===== config.mk =====
export PLATFORM = sky130hd
export DESIGN_NAME = run_monitor
export DESIGN_NICKNAME = d
export VERILOG_FILES = /design/src/rtl/run_monitor_pkg.sv /design/src/rtl/run_monitor_pc_stall_detector.sv /design/src/rtl/run_monitor.sv
export SDC_FILE = /design/constraint.sdc
export NUM_CORES = 1
export LEC_CHECK = 0
export ABC_AREA = 0
export BUFFER_PORTS_ARGS = -buffer_cell sky130_fd_sc_hd__buf_2
export CAP_MARGIN = 15
export CELL_PAD_IN_SITES_DETAIL_PLACEMENT = 0
export CELL_PAD_IN_SITES_GLOBAL_PLACEMENT = 1
export CORE_MARGIN = 3
export CORE_UTILIZATION = 40
export CTS_BUF_LIST = sky130_fd_sc_hd__clkbuf_2
export DETAILED_ROUTE_END_ITERATION = 8
export GPL_ROUTABILITY_DRIVEN = 0
export PLACE_DENSITY_LB_ADDON = 0.1
export SETUP_SLACK_MARGIN = 0.15
export SYNTH_ARGS = -nofsm -noshare
export SYNTH_HDL_FRONTEND = slang
export SYNTH_SLANG_ARGS = --single-unit
export TNS_END_PERCENT = 50

===== constraint.sdc =====
create_clock -name clk -period 2.4 [get_ports clk]
set_clock_uncertainty 0.1 [all_clocks]
set_input_delay 0.12 -clock clk [delete_from_list [all_inputs] [get_ports clk]]
set_output_delay 0.12 -clock clk [all_outputs]
set_load 0.01 [all_outputs]

===== src/rtl/run_monitor_pkg.sv =====
// Shared types for the run-completion monitor: FSM state encoding and fail codes.
package run_monitor_pkg;

  typedef enum logic [1:0] {
    ST_IDLE = 2'd0,
    ST_RUN  = 2'd1,
    ST_PASS = 2'd2,
    ST_FAIL = 2'd3
  } state_e;

  localparam logic [1:0] FC_NONE    = 2'd0;
  localparam logic [1:0] FC_ADDR    = 2'd1;
  localparam logic [1:0] FC_HANG    = 2'd2;
  localparam logic [1:0] FC_TIMEOUT = 2'd3;

endpackage


===== src/rtl/run_monitor_pc_stall_detector.sv =====
// Tracks the previous fetch PC and counts consecutive cycles without a PC change.
module pc_stall_detector
  import run_monitor_pkg::*;
#(
  parameter int XLEN        = 32,
  parameter int STALL_LIMIT = 64
) (
  input  logic            clk,
  input  logic            reset,
  input  logic            clr_i,
  input  logic            load_i,
  input  logic            en_i,
  input  logic [XLEN-1:0] pc_i,
  output logic            pc_changed_o,
  output logic            stalled_o
);

  localparam int            SW  = $clog2(STALL_LIMIT);
  localparam logic [SW-1:0] LIM = SW'(STALL_LIMIT - 1);

  logic [XLEN-1:0] prev_q;
  logic [SW-1:0]   cnt_q, cnt_d;
  logic            same;

  assign same         = (pc_i == prev_q);
  assign pc_changed_o = en_i & ~same;
  assign stalled_o    = en_i & same & (cnt_q == LIM);

  // Counter parks at the limit; the FSM leaves RUN on that same cycle anyway.
  always_comb begin
    cnt_d = cnt_q;
    if (!same)            cnt_d = '0;
    else if (cnt_q != LIM) cnt_d = cnt_q + 1'b1;
  end

  always_ff @(posedge clk) begin
    if (!reset || clr_i) begin
      prev_q <= '0;
      cnt_q  <= '0;
    end else if (load_i) begin
      prev_q <= pc_i;
      cnt_q  <= '0;
    end else if (en_i) begin
      prev_q <= pc_i;
      cnt_q  <= cnt_d;
    end
  end

endmodule


===== src/rtl/run_monitor.sv =====
// Run-completion monitor: watches fetch PC and reports pass/fail/hang/timeout.
// Define RUN_MONITOR_TRACE_EN to compile in simulation-only trace messages.
module run_monitor
  import run_monitor_pkg::*;
#(
  parameter int              XLEN        = 32,
  parameter logic [XLEN-1:0] PASS_ADDR   = 32'd160,
  parameter logic [XLEN-1:0] FAIL_ADDR   = 32'hFFFF_FFFC,
  parameter int              TIMEOUT     = 4096,
  parameter int              STALL_LIMIT = 64,
  parameter int              CNT_W       = 32
) (
  input  logic             clk,
  input  logic             reset,
  input  logic             start,
  input  logic             clear,
  input  logic [XLEN-1:0]  PCF,
  input  logic [XLEN-1:0]  InstrF,
  output logic             busy,
  output logic             done,
  output logic             pass,
  output logic [1:0]       fail_code,
  output logic [CNT_W-1:0] cycle_count,
  output logic [CNT_W-1:0] fetch_count
);

  // Timeout runs on its own counter so a narrow CNT_W cannot mask it.
  localparam int            TW       = $clog2(TIMEOUT + 1);
  localparam logic [TW-1:0] TMO_LAST = TW'(TIMEOUT - 1);

  state_e           state_q;
  logic             busy_q, done_q, pass_q;
  logic [1:0]       fc_q;
  logic [CNT_W-1:0] cyc_q, cyc_d, fetch_q, fetch_d;
  logic [TW-1:0]    tmo_q;

  logic run, load, pc_changed, stalled;
  logic pass_hit, fail_hit, tmo_hit;
  logic unused_instr;

  assign run          = (state_q == ST_RUN);
  assign load         = (state_q == ST_IDLE) && start;
  assign pass_hit     = (PCF == PASS_ADDR);
  assign fail_hit     = (PCF == FAIL_ADDR);
  assign tmo_hit      = (tmo_q == TMO_LAST);
  assign unused_instr = ^InstrF;

  pc_stall_detector #(
    .XLEN        (XLEN),
    .STALL_LIMIT (STALL_LIMIT)
  ) u_stall (
    .clk          (clk),
    .reset        (reset),
    .clr_i        (clear),
    .load_i       (load),
    .en_i         (run),
    .pc_i         (PCF),
    .pc_changed_o (pc_changed),
    .stalled_o    (stalled)
  );

  always_comb begin
    cyc_d   = (&cyc_q) ? cyc_q : cyc_q + 1'b1;
    fetch_d = fetch_q;
    if (pc_changed && !(&fetch_q)) fetch_d = fetch_q + 1'b1;
  end

  always_ff @(posedge clk) begin
    if (!reset || clear) begin
      state_q <= ST_IDLE;
      busy_q  <= 1'b0;
      done_q  <= 1'b0;
      pass_q  <= 1'b0;
      fc_q    <= FC_NONE;
      cyc_q   <= '0;
      fetch_q <= '0;
      tmo_q   <= '0;
    end else begin
      case (state_q)
        ST_IDLE: begin
          if (start) begin
            state_q <= ST_RUN;
            busy_q  <= 1'b1;
            cyc_q   <= '0;
            fetch_q <= '0;
            tmo_q   <= '0;
          end
        end
        ST_RUN: begin
          cyc_q   <= cyc_d;
          fetch_q <= fetch_d;
          tmo_q   <= tmo_q + 1'b1;
          if (pass_hit) begin
            state_q <= ST_PASS;
            busy_q  <= 1'b0;
            done_q  <= 1'b1;
            pass_q  <= 1'b1;
          end else if (fail_hit || stalled || tmo_hit) begin
            state_q <= ST_FAIL;
            busy_q  <= 1'b0;
            done_q  <= 1'b1;
            fc_q    <= fail_hit ? FC_ADDR : (stalled ? FC_HANG : FC_TIMEOUT);
          end
        end
        default: ;
      endcase
    end
  end

  assign busy        = busy_q;
  assign done        = done_q;
  assign pass        = pass_q;
  assign fail_code   = fc_q;
  assign cycle_count = cyc_q;
  assign fetch_count = fetch_q;

`ifdef RUN_MONITOR_TRACE_EN
  always @(posedge clk) begin
    if (reset && !clear && run) begin
      if (pc_changed)
        $display("[run_monitor] cycle %0d PCF=%h InstrF=%h", cyc_q, PCF, InstrF);
      if (pass_hit)
        $display("[run_monitor] Simulation succeeded");
      else if (fail_hit || stalled || tmo_hit)
        $display("[run_monitor] run failed code=%0d PCF=%h",
                 fail_hit ? FC_ADDR : (stalled ? FC_HANG : FC_TIMEOUT), PCF);
    end
  end
`endif

endmodule


# After elaboration in Yosys (flattened, before gate mapping)
# Cells that the tools add are included.
# totals
regBits	122
output_inout_bits	69
wordCells	76
# op_classes
add_sub_neg	4
n_eq_ne	12
muxes	23
n_bitwise	5
n_reduce_logical	22
# op_table
op	n
two-way mux 32 bit	5
case mux 32 bit (2 select lines)	2
adder 32 x 1 -> 32 bit (second input constant)	2
AND reduction 32 bit	2
equality test 32 bit	1
equality test 32 bit (second input constant)	1
equality test 32 x 8 -> 1 bit (second input constant)	1
case mux 13 bit (2 select lines)	1
adder 13 x 1 -> 13 bit (second input constant)	1
equality test 13 x 12 -> 1 bit (second input constant)	1
two-way mux 13 bit	1
two-way mux 6 bit	2
AND reduction 3 bit	4
two-way mux 2 bit	4
!= test 2 bit (second input constant)	4
AND reduction 2 bit	4
adder 6 x 1 -> 6 bit (second input constant)	1
equality test 6 bit (second input constant)	1
two-way mux 1 bit	6
!= test 6 bit (second input constant)	1
nonzero test 2 bit	3
case mux 2 bit (2 select lines)	1
AND 1 bit	3
logical OR 1 bit	3
8 further kinds	11

# Longest topological paths before layout
# logic_depth
ltp_word	8
depth_mapped	9
ltp_nobuf	8

# Cells and area by module
# A second synthesis with hierarchy kept.
# hier_totals
hier_cells	778
hier_area_um2	6175.9
# modules_own_cells
module	instances	cells_each	area_per_inst_um2	seq_area_each_um2
run_monitor	1	548	4297.9	1681.6
pc_stall_detector	1	230	1878.1	760.7

# Worst setup path after synthesis
# No wires, ideal clock.
# synth_timing
path_type	register -> register
start	register cyc_q[22] (netlist: cycle_count[22])
end	register cyc_q[17] (netlist: cycle_count[17])
setup_time_ps	128
t_arrival_ps	1970
path_slack_ps	202
path_stages_with_launch	8
period_less_slack_ps	2198
path_cell_list	dfxtp_1 nand2_2 or4_4 nor4_4 a21oi_2 and3_1 xnor2_1 nor2_1
# synth_between
elab_chain_cells	3
# synth_rtl
item	line	source
from (decl)	run_monitor.sv:34	logic [CNT_W-1:0] cyc_q, cyc_d, fetch_q, fetch_d;
from (signal assigned)	run_monitor.sv:90	cyc_q <= cyc_d;
AND reduction 32 bit	run_monitor.sv:63	cyc_d = (&cyc_q) ? cyc_q : cyc_q + 1'b1;
!= test 2 bit (no source line)	-	
AND reduction 3 bit (no source line)	-	
# Every way passes these cells.
# A chain may end at the register's enable or synchronous reset.

# Final worst setup path
# layout_timing
start	register u_stall.prev_q[27]
end	register u_stall.cnt_q[3]
# layout_between
elab_chain_cells	3
# layout_rtl
item	line	source
from (decl)	run_monitor_pc_stall_detector.sv:21	logic [XLEN-1:0] prev_q;
from (signal assigned)	run_monitor_pc_stall_detector.sv:41	prev_q <= pc_i;
from (signal assigned)	run_monitor_pc_stall_detector.sv:44	prev_q <= pc_i;
equality test 32 bit *	run_monitor_pc_stall_detector.sv:25	assign same = (pc_i == prev_q);
!= test 2 bit (no source line)	-	
AND reduction 2 bit (no source line)	-	
to (signal assigned)	run_monitor_pc_stall_detector.sv:45	cnt_q <= cnt_d;
to (decl)	run_monitor_pc_stall_detector.sv:22	logic [SW-1:0] cnt_q, cnt_d;
# Mark *: on every way between the ends. The rest lies on a longest branch, timed or not.

==> qor.yml <==
outcome:
  status: "completed"
route:
  wire_per_inst_um: 15.0
  vias_per_cell: 5.43
  dr_total_vias: 6177
  drc: 0
  final_antenna_net_count: 0
  drtPass1Iterations: 6
  first_iter_violations: 435
  finalWirelength_um: 17000
clocking:
  cts_tree: "yes"
  clockBufferDepth: 2
  clk_latency_ps: 700
  clk_pin_slew_worst_paths_ps: 170
  cts-root-buf: "clkbuf_2"
  htree_num_levels: 4
  cts.sinks: 122
  cts_buffers: 17
global_route:
  antenna_found_initial: 0
  overflow: 0
  grt_max_degree: 57
  grt_pass1_wl_um: 27500
  track_usage: 0.204
  grt_pass1_vias: 5878
sta:
  min_period_over_period: 0.957
  hold_ws_ps: 64.0
  clock.fmax_mhz: 435
  hold_viol_final: 0
  drv_slew: 0
  rsz0062_at_grt: "yes"
  finalSetupViolations: 0
  slew_headroom: 0.598
  period_minus_slack_ps: 2300
  tightest_slew_ps: 602
  fin_ws_ps: 102
critical_path:
  cp_num_buf_inv: 1
  crit_chain: "xor2_1 > nor4_2 > nand4_1 > or2_4 > buf_6 > o211ai_1 > xor2_1 > nor2_1"
  critPathKind: "register to register"
  start_kind: "register"
  path_max_fanout: 6
  endpoint_kind: "register"
  crit_required_ps: 2890
  cp_top_family: "simple AND/OR/NAND/NOR gates"
  max_stage_delay_ps: 360
  cp_common_cell: "xor2_1"
  crit_arrival_ps: 2790
  critical-path-slowest-cell: "dfxtp_1"
finish:
  layout.nets: 1014
  area_delta_synth_final_pct: 33.2
  antenna_cells: 0
  drive_above_1_share: 0.227
power:
  p_per_area_nw_per_um2: 495
  total_power_mw: 3.97
  p_leak_nw: 3.24
  peakVddDrop_mv: 0.277
job:
  drv_cap: 0
yosys:
  ys.flop_type: "dfxtp_1"
  syn_area_um2: 6020
  synth_edf_count: 0
  ys_ff_latch: 122
  syn_nets: 814
  ys_types: 55
  ys_async_sr_fraction: 0
  avgSynthCellArea_um2: 8.11
  ys_seq_area_frac: 0.406
  postSynthCellCount: 742
  yosys_warnings: 0
worst_hold_path:
  hold_class: "input port to register"
floorplanning:
  core_area_um2: 14600
  die_width_um: 129
  initial_core_util: 0.411
  die_h_um: 129
  row_count: 44
  ioPinCount: 137
  dieArea_um2: 16600
placed_design:
  port_buffers: 104
  place_hpwl_um: 11400
  dp_worst_setup_slack_ps: -36.4
## path summary, 6_finish.rpt
check        cells after the start          startpoint               end  slack (ps)
max reg2reg                      8  u_stall.prev_q[27]  u_stall.cnt_q[3]         100
min                              4               clear              done          60
max                              8  u_stall.prev_q[27]  u_stall.cnt_q[3]         100
min reg2reg                      2                done              done         390
## cells in the mapped netlist, types with 3 or more instances
cell / number / area, um^2
nor2_1: 75 / 282
nor4_1: 19 / 119
o21a_1: 5 / 37.5
o31ai_1: 13 / 97.6
nand2b_1: 4 / 25.0
or4_1: 14 / 105
ha_1: 4 / 50.1
nor4_4: 3 / 63.8
nand2_1: 103 / 387
xor2_1: 56 / 490
dfxtp_1: 122 / 2440
a21oi_1: 75 / 375
nor2b_1: 3 / 18.8
and2_1: 8 / 50.1
nor3_1: 14 / 70.1
or3_1: 13 / 81.3
a211oi_1: 3 / 22.5
and4_1: 8 / 70.1
and3_1: 14 / 87.6
clkbuf_1: 25 / 93.8
nand3_1: 30 / 150
inv_1: 11 / 41.3
a22oi_1: 3 / 22.5
nand4_1: 42 / 263
o21ai_0: 19 / 95.1
buf_1: 4 / 15.0
a31oi_1: 3 / 18.8
xnor2_1: 12 / 105
## final cells by class
| cell class | count | area (um^2) |
|---|---|---|
| fillers | 1385 | 6630 |
| multi-input cells | 575 | 3460 |
| flip-flops and latches | 122 | 2460 |
| repair buffers | 215 | 1550 |
| well taps | 184 | 230 |
| clock inverters | 11 | 176 |
| clock buffers | 20 | 100 |
| inverters | 11 | 41.3 |
## what timing repair did
item,CTS,global route
gates resized for setup,8,24
setup endpoints to repair,42,84
endpoints found under the hold margin,74,0
hold buffers,66,0
buffers inserted,1,8
cloned,0,2
pin swaps,5,12
## metal layers
metal  part of all wire  GRT usage
met2               0.50      0.344
met3              0.039     0.0407
met5                  0          0
met4              0.013     0.0661
met1               0.45      0.261
## registers in the layout (all words and copies together), names as in the netlist
name            cells
cycle_count        32
done                1
state_q             2
fetch_count        32
pass                1
u_stall.prev_q     32
fail_code           2
u_stall.cnt_q       6
tmo_q              13
busy                1
## cell families (layout without fill, tap and decap cells)
logic type | count (synthesis) | after routing | synth area share
simple gates | 365 | 365 | 0.319
mux | 1 | 1 | 0.00166
fa+ha+maj | 4 | 4 | 0.00831
flops | 122 | 122 | 0.406
xor+xnor | 68 | 68 | 0.0989
buf+inv | 45 | 257 | 0.0312
compound gates | 137 | 137 | 0.136
## cell usage in the layout, fill, tap and decap left out, drive strengths merged, types with 3 or more instances in the layout
master	n
buf	149
dfxtp	122
nand2	105
a21oi	76
nor2	75
dlygate4sd3	66
xor2	56
nand4	44
nand3	31
nor4	22
clkbuf	20
o21ai	19
or4	15
and3	14
nor3	14
or3	13
o31ai	13
xnor2	12
inv	11
and2	8
and4	8
clkinv	6
o21a	5
bufinv	5
ha	4
a31oi	4
nand2b	4
a22oi	3
a211oi	3
nor2b	3
or2	3
## power breakdown
| part | internal, mW | switching [mW] |
|---|---|---|
| combinational | 0.162 | 0.203 |
| sequential | 2.05 | 0.0152 |
| clock | 0.782 | 0.754 |
## through the flow
step,util,TNS [ps],instances,instance area [um^2]
3_5_place_dp,0.473,-60.8,1030,6920
6_report,0.548,0,1138,8020
2_1_floorplan,-,0,742,6020
5_1_grt,0.548,0,1138,8020
4_1_cts,0.539,0,1128,7900
3_3_place_gp,0.473,0,1030,6920
## worst register-to-register path, cell delays in order (launching register included)
cell      delay [ps]
dfxtp_1          360
xor2_1           170
nor4_2           350
nand4_1          240
or2_4            360
buf_6            140
o211ai_1         270
xor2_1           180
nor2_1            50
Note: power is estimated with default switching activity, not from simulation.
